## config.mk

```make
export PLATFORM = sky130hd
export DESIGN_NAME = taint_sum_scanner
export DESIGN_NICKNAME = d
export VERILOG_FILES = /design/src/rtl/taint_sum_scanner.sv
export SDC_FILE = /design/constraint.sdc
export NUM_CORES = 1
export LEC_CHECK = 0
export ABC_AREA = 1
export CORE_MARGIN = 1
export CORE_UTILIZATION = 54
export DETAILED_ROUTE_END_ITERATION = 10
export PLACE_DENSITY = 0.86
export SETUP_SLACK_MARGIN = 0.02
export SLEW_MARGIN = 20
export SYNTH_ARGS = -nofsm -noshare
export SYNTH_HDL_FRONTEND = slang
export SYNTH_SLANG_ARGS = --single-unit
```

## constraint.sdc

```tcl
create_clock -name clock -period 8.1 [get_ports clock]
set_clock_uncertainty 0.2 [all_clocks]
set_input_delay 1.215 -clock clock [delete_from_list [all_inputs] [get_ports clock]]
set_output_delay 1.215 -clock clock [all_outputs]
set_load 0.005 [all_outputs]
```

## src/rtl/taint_sum_scanner.sv

```systemverilog
`default_nettype none
// ============================================================================
// Module   : taint_sum_scanner
// Purpose  : Taint-monitoring sequencer.
//            - Snapshots the taint_sum buses of N_CELLS tracked cells.
//            - Walks the snapshot one cell per cycle and streams a record for
//              every nonzero entry over a valid/ready port.
//            - Timestamps the first cycle in which any live cell is tainted.
// Ports    : clock, reset      - rising-edge clock, synchronous active-high reset
//            sum_in            - packed cell sums, cell i at [i*SUM_WIDTH +: SUM_WIDTH]
//            scan_req, period  - manual scan request / auto-scan interval (0 = off)
//            clear_first       - clears the first-taint record
//            busy, done        - scan in progress / one-cycle end-of-scan pulse
//            rec_*             - record stream (valid/ready, index, value, last)
//            total             - sum of all snapshot entries, valid from done
//            first_*           - sticky first-taint flag, timestamp and index
// Revision : 1.0  initial release
// ============================================================================
module taint_sum_scanner #(
   parameter  int N_CELLS   = 8,
   parameter  int SUM_WIDTH = 8,
   parameter  int CNT_WIDTH = 32,
   localparam int IDXW      = $clog2(N_CELLS)
) (
   input  logic                         clock,
   input  logic                         reset,
   input  logic [N_CELLS*SUM_WIDTH-1:0] sum_in,
   input  logic                         scan_req,
   input  logic [15:0]                  period,
   input  logic                         clear_first,
   output logic                         busy,
   output logic                         rec_valid,
   input  logic                         rec_ready,
   output logic [IDXW-1:0]              rec_idx,
   output logic [SUM_WIDTH-1:0]         rec_sum,
   output logic                         rec_last,
   output logic                         done,
   output logic [SUM_WIDTH+IDXW-1:0]    total,
   output logic                         first_valid,
   output logic [CNT_WIDTH-1:0]         first_cycle,
   output logic [IDXW-1:0]              first_idx
);

   localparam int              TW      = SUM_WIDTH + IDXW;
   localparam logic [IDXW-1:0] IDX_MAX = IDXW'(N_CELLS - 1);

   typedef enum logic [1:0] {
      S_IDLE = 2'd0,
      S_SCAN = 2'd1,
      S_EMIT = 2'd2,
      S_DONE = 2'd3
   } state_t;

   state_t                 state;
   state_t                 state_nxt;

   logic [SUM_WIDTH-1:0]   snap [N_CELLS];
   logic [IDXW-1:0]        idx;
   logic [IDXW-1:0]        last_idx;
   logic                   last_any;
   logic                   pending;
   logic [15:0]            timer;
   logic [CNT_WIDTH-1:0]   counter;

   logic                   trig;
   logic                   start;
   logic [SUM_WIDTH-1:0]   cur_sum;
   logic                   live_any;
   logic [IDXW-1:0]        live_low;
   logic [IDXW-1:0]        live_high;

   assign trig    = scan_req | ((period != 16'd0) && (timer == 16'd1));
   assign start   = (state == S_IDLE) && (trig || pending);
   assign cur_sum = snap[idx];

   // Lowest and highest nonzero live cell. The low index feeds the
   // first-taint record; the high index becomes last_idx at snapshot time.
   always_comb begin
      live_any  = 1'b0;
      live_low  = '0;
      live_high = '0;
      for (int i = N_CELLS - 1; i >= 0; i--) begin
         if (sum_in[i*SUM_WIDTH +: SUM_WIDTH] != '0) begin
            live_any = 1'b1;
            live_low = IDXW'(i);
         end
      end
      for (int i = 0; i < N_CELLS; i++) begin
         if (sum_in[i*SUM_WIDTH +: SUM_WIDTH] != '0) begin
            live_high = IDXW'(i);
         end
      end
   end

   // ---------------------------------------------------------------- FSM
   always_ff @(posedge clock) begin
      if (reset) begin
         state <= S_IDLE;
      end else begin
         state <= state_nxt;
      end
   end

   always_comb begin
      state_nxt = state;
      busy      = 1'b0;
      rec_valid = 1'b0;
      rec_idx   = '0;
      rec_sum   = '0;
      rec_last  = 1'b0;
      done      = 1'b0;
      case (state)
         S_IDLE: begin
            if (trig || pending) begin
               state_nxt = S_SCAN;
            end
         end
         S_SCAN: begin
            busy = 1'b1;
            if (cur_sum != '0) begin
               state_nxt = S_EMIT;
            end else if (idx == IDX_MAX) begin
               state_nxt = S_DONE;
            end
         end
         S_EMIT: begin
            busy      = 1'b1;
            rec_valid = 1'b1;
            rec_idx   = idx;
            rec_sum   = cur_sum;
            rec_last  = last_any && (idx == last_idx);
            if (rec_ready) begin
               state_nxt = (rec_last || (idx == IDX_MAX)) ? S_DONE : S_SCAN;
            end
         end
         S_DONE: begin
            busy      = 1'b1;
            done      = 1'b1;
            state_nxt = S_IDLE;
         end
         default: begin
            state_nxt = S_IDLE;
         end
      endcase
   end

   // ------------------------------------------------------- scan datapath
   always_ff @(posedge clock) begin
      if (reset) begin
         for (int i = 0; i < N_CELLS; i++) begin
            snap[i] <= '0;
         end
         idx      <= '0;
         last_idx <= '0;
         last_any <= 1'b0;
         total    <= '0;
      end else begin
         case (state)
            S_IDLE: begin
               if (start) begin
                  for (int i = 0; i < N_CELLS; i++) begin
                     snap[i] <= sum_in[i*SUM_WIDTH +: SUM_WIDTH];
                  end
                  last_idx <= live_high;
                  last_any <= live_any;
                  idx      <= '0;
                  total    <= '0;
               end
            end
            S_SCAN: begin
               // Accumulate exactly once per cell; EMIT never adds.
               total <= total + TW'(cur_sum);
               if ((cur_sum == '0) && (idx != IDX_MAX)) begin
                  idx <= idx + 1'b1;
               end
            end
            S_EMIT: begin
               if (rec_ready && !(rec_last || (idx == IDX_MAX))) begin
                  idx <= idx + 1'b1;
               end
            end
            default: begin
            end
         endcase
      end
   end

   // ------------------------------------------- trigger timer and pending
   always_ff @(posedge clock) begin
      if (reset) begin
         timer   <= period;
         pending <= 1'b0;
      end else begin
         // A zero timer with a nonzero period (period just enabled) reloads
         // instead of wrapping.
         if (period == 16'd0) begin
            timer <= 16'd0;
         end else if (timer <= 16'd1) begin
            timer <= period;
         end else begin
            timer <= timer - 16'd1;
         end

         // Any IDLE cycle consumes the pending request; while busy, further
         // triggers collapse into one.
         if (state == S_IDLE) begin
            pending <= 1'b0;
         end else if (trig) begin
            pending <= 1'b1;
         end
      end
   end

   // ------------------------------------------------- first-taint record
   always_ff @(posedge clock) begin
      if (reset) begin
         counter     <= '0;
         first_valid <= 1'b0;
         first_cycle <= '0;
         first_idx   <= '0;
      end else begin
         counter <= counter + 1'b1;
         if (clear_first) begin
            first_valid <= 1'b0;
            first_cycle <= '0;
            first_idx   <= '0;
         end else if (!first_valid && live_any) begin
            first_valid <= 1'b1;
            first_cycle <= counter;
            first_idx   <= live_low;
         end
      end
   end

endmodule
`default_nettype wire

```

==> flow_summary.toml <==
[timing]
tightest_slew_ns = 0.987
final-setup-viol-count = 0
whs_ns = 0.282
period_share_pct = 50.7
rsz0062_at_grt = "no"
fin_setup_tns_ns = 0
maxSlewHeadroom_pct = 34.1
period_needed_ns = 4.11
hold_violations = 0
fmax_mhz = 243
slew_viol_final = 0

[global_routing]
antenna_found_initial = 0
grt_pass1_wl_um = 34400
grt_max_degree = 69
grt_pass1_vias = 7267
gr-total-overflow = 0
grt.total_usage_pct = 26.5

[route]
viasPerCell = 5.26
drcViolationCount = 0
wl_um = 21700
wire_per_inst_um = 14.4
num_vias = 7933
final_antenna_net_count = 0
dr.first_iter.drc_count = 801
firstDrtPassIters = 5

[worst_hold_path]
hold_start = "counter[0]$_SDFF_PP0_"
hold_path_end = "counter[0]$_SDFF_PP0_"
hold_class = "reg -> reg"
whs_path_depth = 1

[power_and_ir_drop]
combPwrFrac_pct = 33.4
power.leakage_nw = 4.70
power.density_mw_per_mm2 = 271
peakVddDrop_v = 0.000159
internal_power_mw = 1.91
p_sw_mw = 1.04
power_frac_clock_pct = 28.0
power_frac_seq_pct = 38.6
p_sw_share_pct = 35.2

[floorplanning]
die_area_mm2 = 0.0167
fp.dieW_um = 129
top_level_ports = 147
core_area_mm2 = 0.0159
num_rows = 46
die_h_um = 129
initial_utilization_pct = 55.2

[setup_path]
crit_path_start_kind = "flop"
r2r-end = "total[10]$_SDFFE_PP0P_"
cpMaxStageDelayCell = "dfxtp_1"
critPathMaxStageDelay_ns = 0.78
endpoint_kind = "output pin"
path_cells = "inv_1 > nand3_1 > nand3_1 > nand2_1 > nor2_1 > clkdlybuf4s50_1"
path_class = "reg -> out"
cp_data_arrival_time_ns = 2.69
worstPathRequired_ns = 6.68
cpMostUsedCell = "nand3_1"
rr_worst_depth = 15
crit_fanout = 20
reg2reg_slack_ns = 4.45

[clock_tree]
clockBufferDepth = 2
path_clk_slew_ns = 0.06
cts_tree = "yes"
root_buffer = "clkbuf_16"
clk_latency_ns = 0.43
cts_buffers = 17
postCtsSetupRepairBufs = 0
postCtsHoldBufs = 0
cts_resized = 0
cts_num_sinks = 172
h-tree-depth = 4

[synth]
ys_seq_elements = 172
synth.area.top_cells = "dfxtp_1 (25%), edfxtp_1 (22%), nand2_1 (8.5%), inv_1 (8.2%), nor2_1 (7.5%)"
synth_top_area_cell = "dfxtp_1"
netlist_instances = 1145
synth_cell_type_count = 48
synth_nets = 1248
synth_top_family_by_area = "simple AND/OR/NAND/NOR gates"
yosys-top-cells-count = "nand2_1 (199), inv_1 (191), nor2_1 (174), dfxtp_1 (108), a21oi_1 (80)"
synth.area.mux_share_pct = 0
ys_seq_area_share_pct = 46.6
yosys_warnings = 0
synth.most_common_cell = "nand2_1"
synth-simple-area-share_pct = 26.8
synth-adder-area-share_pct = 2.66
synth_edf_count = 64
synth.cell_area_mm2 = 0.00876
ys_dominant_reg_cell = "dfxtp_1"
synth_compound_area_share_pct = 11.5
yosys.area.top_type_share_pct = 24.7
avgSynthCellArea_um2 = 7.65
async_flop_share_pct = 0
synth_xor_area_share_pct = 1.30

[final_layout]
drive_gt1_share_pct = 6.81
syn2layout_area_growth_pct = 24.5
fin_nets = 1382
antennaDiodeCount = 0

[job]
maxCapViolCount = 0

[placed_design]
dpl.hpwl_um = 15300
io_buffers = 146
gp_congestion = 0.920

[run_status]
outcome = "complete, no violations"
cells in the final DEF (no fill, tap or decap), types with 2 or more instances in the layout:
master,count
xnor2_1,5
ha_1,17
inv_4,2
o211ai_1,4
o21ai_1,15
inv_1,191
bufinv_16,2
o22ai_1,7
xor2_1,8
clkbuf_8,5
buf_4,5
o21ai_0,53
clkbuf_1,3
nor3_1,20
nor2_1,174
or2_0,2
a21oi_1,80
clkbuf_16,17
nor2_4,9
nor2_2,8
a31oi_1,2
nand4_1,25
o21a_1,6
o31ai_1,2
a211oi_1,5
edfxtp_1,64
clkdlybuf4s50_1,145
clkinv_2,2
nand2_2,18
dfxtp_1,108
o2111ai_1,2
nand2_4,3
inv_2,6
nand3_1,59
nand2_1,199
per-layer routing:
| metal | routed length, um | vias up | GRT usage [%] |
|---|---|---|---|
| met1 | 9110 | 3616 | 32.8 |
| met4 | 584 | 0 | 11.6 |
| met2 | 10500 | 332 | 45.4 |
| met5 | 0 | - | 0 |
| li1 | - | 3944 | - |
| met3 | 1530 | 41 | 4.83 |
layout make-up:
| class | count | area (um2) |
|---|---|---|
| clock buffers | 26 | 510 |
| clock inverters | 6 | 82.6 |
| fillers | 1222 | 4980 |
| inverters | 199 | 754 |
| multi-input cells | 738 | 3710 |
| flip-flops and latches | 172 | 4080 |
| well taps | 216 | 270 |
| repair buffers | 151 | 1490 |
through the flow:
stage / power (mW) / util [%] / setup WS, ns / instances / area, um2
finish: 2.95 / 68.7 / 3.99 / 1508 / 10900
global route: 3.11 / 68.7 / 3.85 / 1508 / 10900
CTS: 2.95 / 68.7 / 4.00 / 1508 / 10900
detailed placement: 2.12 / 64.9 / 4.19 / 1476 / 10300
global placement: 2.09 / 64.9 / 4.26 / 1476 / 10300
floorplan: 1.85 / - / 1.01 / 1145 / 8760
worst max-delay path: cells and delay by family, from the launching register on:
family	cells	cell delay, ns
and+or+nand+nor	4	0.60
DFF	1	0.78
buffers and inverters	2	0.89
cell families (layout without fill, tap and decap cells):
kind of cell	Yosys count	after routing
simple gates	523	523
buf+inv	235	382
compound gates	184	184
flops	172	172
fa+ha+maj	18	18
xor+xnor	13	13
flip-flops by register name (all words and copies together), names as in the netlist, named ones only:
name / count
first_idx: 3
pending: 1
first_cycle: 32
timer: 16
last_idx: 3
counter: 32
idx: 3
state: 2
last_any: 1
snap: 64
total: 11
first_valid: 1
power groups by stage:
stage / clock, mW / sequential [mW] / combinational, mW
2_1_floorplan: 0 / 1.13 / 0.713
3_3_place_gp: 0 / 1.15 / 0.942
3_5_place_dp: 0 / 1.15 / 0.966
4_1_cts: 0.833 / 1.14 / 0.978
5_1_grt: 0.862 / 1.15 / 1.09
6_report: 0.826 / 1.14 / 0.988
how the worst max path moves through the flow:
stage	start	endpoint	slack [ns]
finish	flop	rec_sum[1]	3.99
global route	flop	rec_sum[1]	3.85
CTS	flop	rec_sum[1]	4.00
detailed placement	period[13]	last_idx[0]$_SDFFE_PP0P_	4.19
global placement	reset	snap[2][0]$_SDFFCE_PN0P_	4.26
floorplan	period[11]	snap[0][0]$_SDFFCE_PN0P_	1.01
Note: power is estimated with default switching activity, not from simulation.
==> patch: new RTL, config.mk and constraints unchanged <==
The 4 states of `state_t` get a one-hot encoding in 4 bits.
--- a/src/rtl/taint_sum_scanner.sv
+++ b/src/rtl/taint_sum_scanner.sv
@@ -44,11 +44,11 @@
    localparam int              TW      = SUM_WIDTH + IDXW;
    localparam logic [IDXW-1:0] IDX_MAX = IDXW'(N_CELLS - 1);
 
-   typedef enum logic [1:0] {
-      S_IDLE = 2'd0,
-      S_SCAN = 2'd1,
-      S_EMIT = 2'd2,
-      S_DONE = 2'd3
+   typedef enum logic [3:0] {
+      S_IDLE = 4'b0001,
+      S_SCAN = 4'b0010,
+      S_EMIT = 4'b0100,
+      S_DONE = 4'b1000
    } state_t;
 
    state_t                 state;
Function: no difference found for any inputs over 4 cycles, from zero or initial values and one cycle with reset high; so few cycles prove little.
==> patch against the unedited design <==
  * Power is 7.7% lower
  * Routed wire length is 3.4% higher
  * Largest cell class unchanged
  * Count of clock-buffer cells in the layout is 5 lower
  * Largest power group unchanged
  * Cell area is 0.78% higher
  * Synthesized area is 1.3% higher
  * Combinational power is 26% lower
  * Setup slack worse by 0.24 ns
  * Sequential cell count is 2 higher
==> patch: results (changes against the unedited design) <==
| Metric | Value |
|---|---|
| Status | finished, final reports clean |
| Layout filler cell count | 1235 (+1.1%) |
| Clk slew on worst S/H paths | 0.06 ns (about the same) |
| CP endpoint | rec_sum[7] |
| CP delay by family, top | flip-flops |
| Die W | 130 µm (+0.63%) |
| Global-route met2 utilization | 47.1% (+1.7 points) |
| Slew HR | 27.3% (-6.8 points) |
| Worst Hold Class | reg2reg |
| CTS max path bufs | 2 (unchanged) |
| DRT iter0 DRCs | 768 (-4.1%) |
| Dpl ws | 4.05 ns (-0.141 ns) |
| Sequential area share after synthesis | 46.5% (-0.14 points) |
| First-pass detailed-route iteration total | 7 (+2) |
| Pin count of the biggest net entering global routing | 67 (-2.9%) |
| HPWL after detailed placement | 16.3 mm (+6.8%) |
| Layout net count | 1396 (+1.0%) |
| Final Wtd Congestion | 0.923 (+0.34%) |
| P_leak | 0.00463 µW (-1.4%) |
| Final cell count without fillers | 1526 (+1.2%) |
| Area of placed instances | 10400 µm² (+0.89%) |
| Reg2Reg Depth | 17 (+2) |
| Tot GR Track Use | 27.7% (+1.2 points) |
| P_int | 1810 µW (-5.6%) |
| Compound-Gate Fraction of Synth Area | 10.6% (-0.95 points) |
| Slowest cell on crit path | dfxtp_1 |
| Crit path arrival time | 2.93 ns (+0.24 ns) |
| Layout cells sized above 1 | 6.87% (+0.059 points) |
| P_seq | 1180 µW (+4%) |
| Reg-to-reg slack, setup | 4.34 ns (-0.11 ns) |
| CP max FO | 33 (+65%) |
| Xor-xnor portion of the synthesized cell area | 1.18% (-0.12 points) |
| Via density per instance | 5.30 (+0.75%) |
| Reg-to-reg critical path endpoint | total[6] |
| Inst Count DP | 1494 (+1.2%) |
| Hold Crit Depth | 1 (unchanged) |
| WL/cell | 14.7 µm (+2.2%) |
| Synth Area in Adders | 2.06% (-0.60 points) |
| Flop pwr share | 43.3% (+4.7 points) |
| Global-route wire length before repair | 36.1 mm (+4.8%) |
| Synthesized Nets | 1266 (+1.4%) |
| Vias in the first global route | 7671 (+5.6%) |
| Hold WS | 0.258 ns (-0.0245 ns) |
| Synth cell count leaders | 212 x nand2_1, 203 x inv_1, 164 x nor2_1 |
| VDD IR max | 184 µV (+16%) |
| Clock Power Share | 29.8% (+1.8 points) |
| Ranking of synthesized cells by area | dfxtp_1 25%, edfxtp_1 22%, nand2_1 9.0% |
| Met1 Resource Use GR | 33.6% (+0.82 points) |
| Met3 Use GR | 6.77% (+1.9 points) |
| Avg Synthesized Cell Area | 7.60 µm² (-0.62%) |
patch: changes by cell type after synthesis, moves of 10 or more:
cell	unedited run	this run
nand2_1	199	212
or2_2	0	10
nand2_2	18	7
a21oi_1	80	69
a211oi_1	5	15
inv_1	191	203
o21ai_1	15	2
nand3_1	59	78
nor2_1	174	164
patch: logic make-up (layout without fill, tap and decap cells):
logic type	count (synthesis)	after routing
AND/OR/NAND/NOR	553	553
buffers and inverters	248	391
flip-flops	174	174
AO/OA/AOI/OAI	166	166
adder cells (fa/ha/maj)	14	14
XOR/XNOR	12	12
patch: per-layer routing:
| layer | wire [µm] | share of wire, % |
|---|---|---|
| met5 | 0 | 0 |
| met4 | 607 | 2.7 |
| met3 | 1750 | 7.8 |
| met2 | 10800 | 48 |
| met1 | 9330 | 42 |
patch: cell type report:
cell class	count	area (µm²)	area share (%)
clock buffers	21	483	4.39
inverters	209	787	7.16
clock inverters	11	104	0.945
multi-input cells	745	3740	34.0
repair buffers	150	1490	13.5
flip-flops and latches	174	4120	37.5
well taps	216	270	2.46
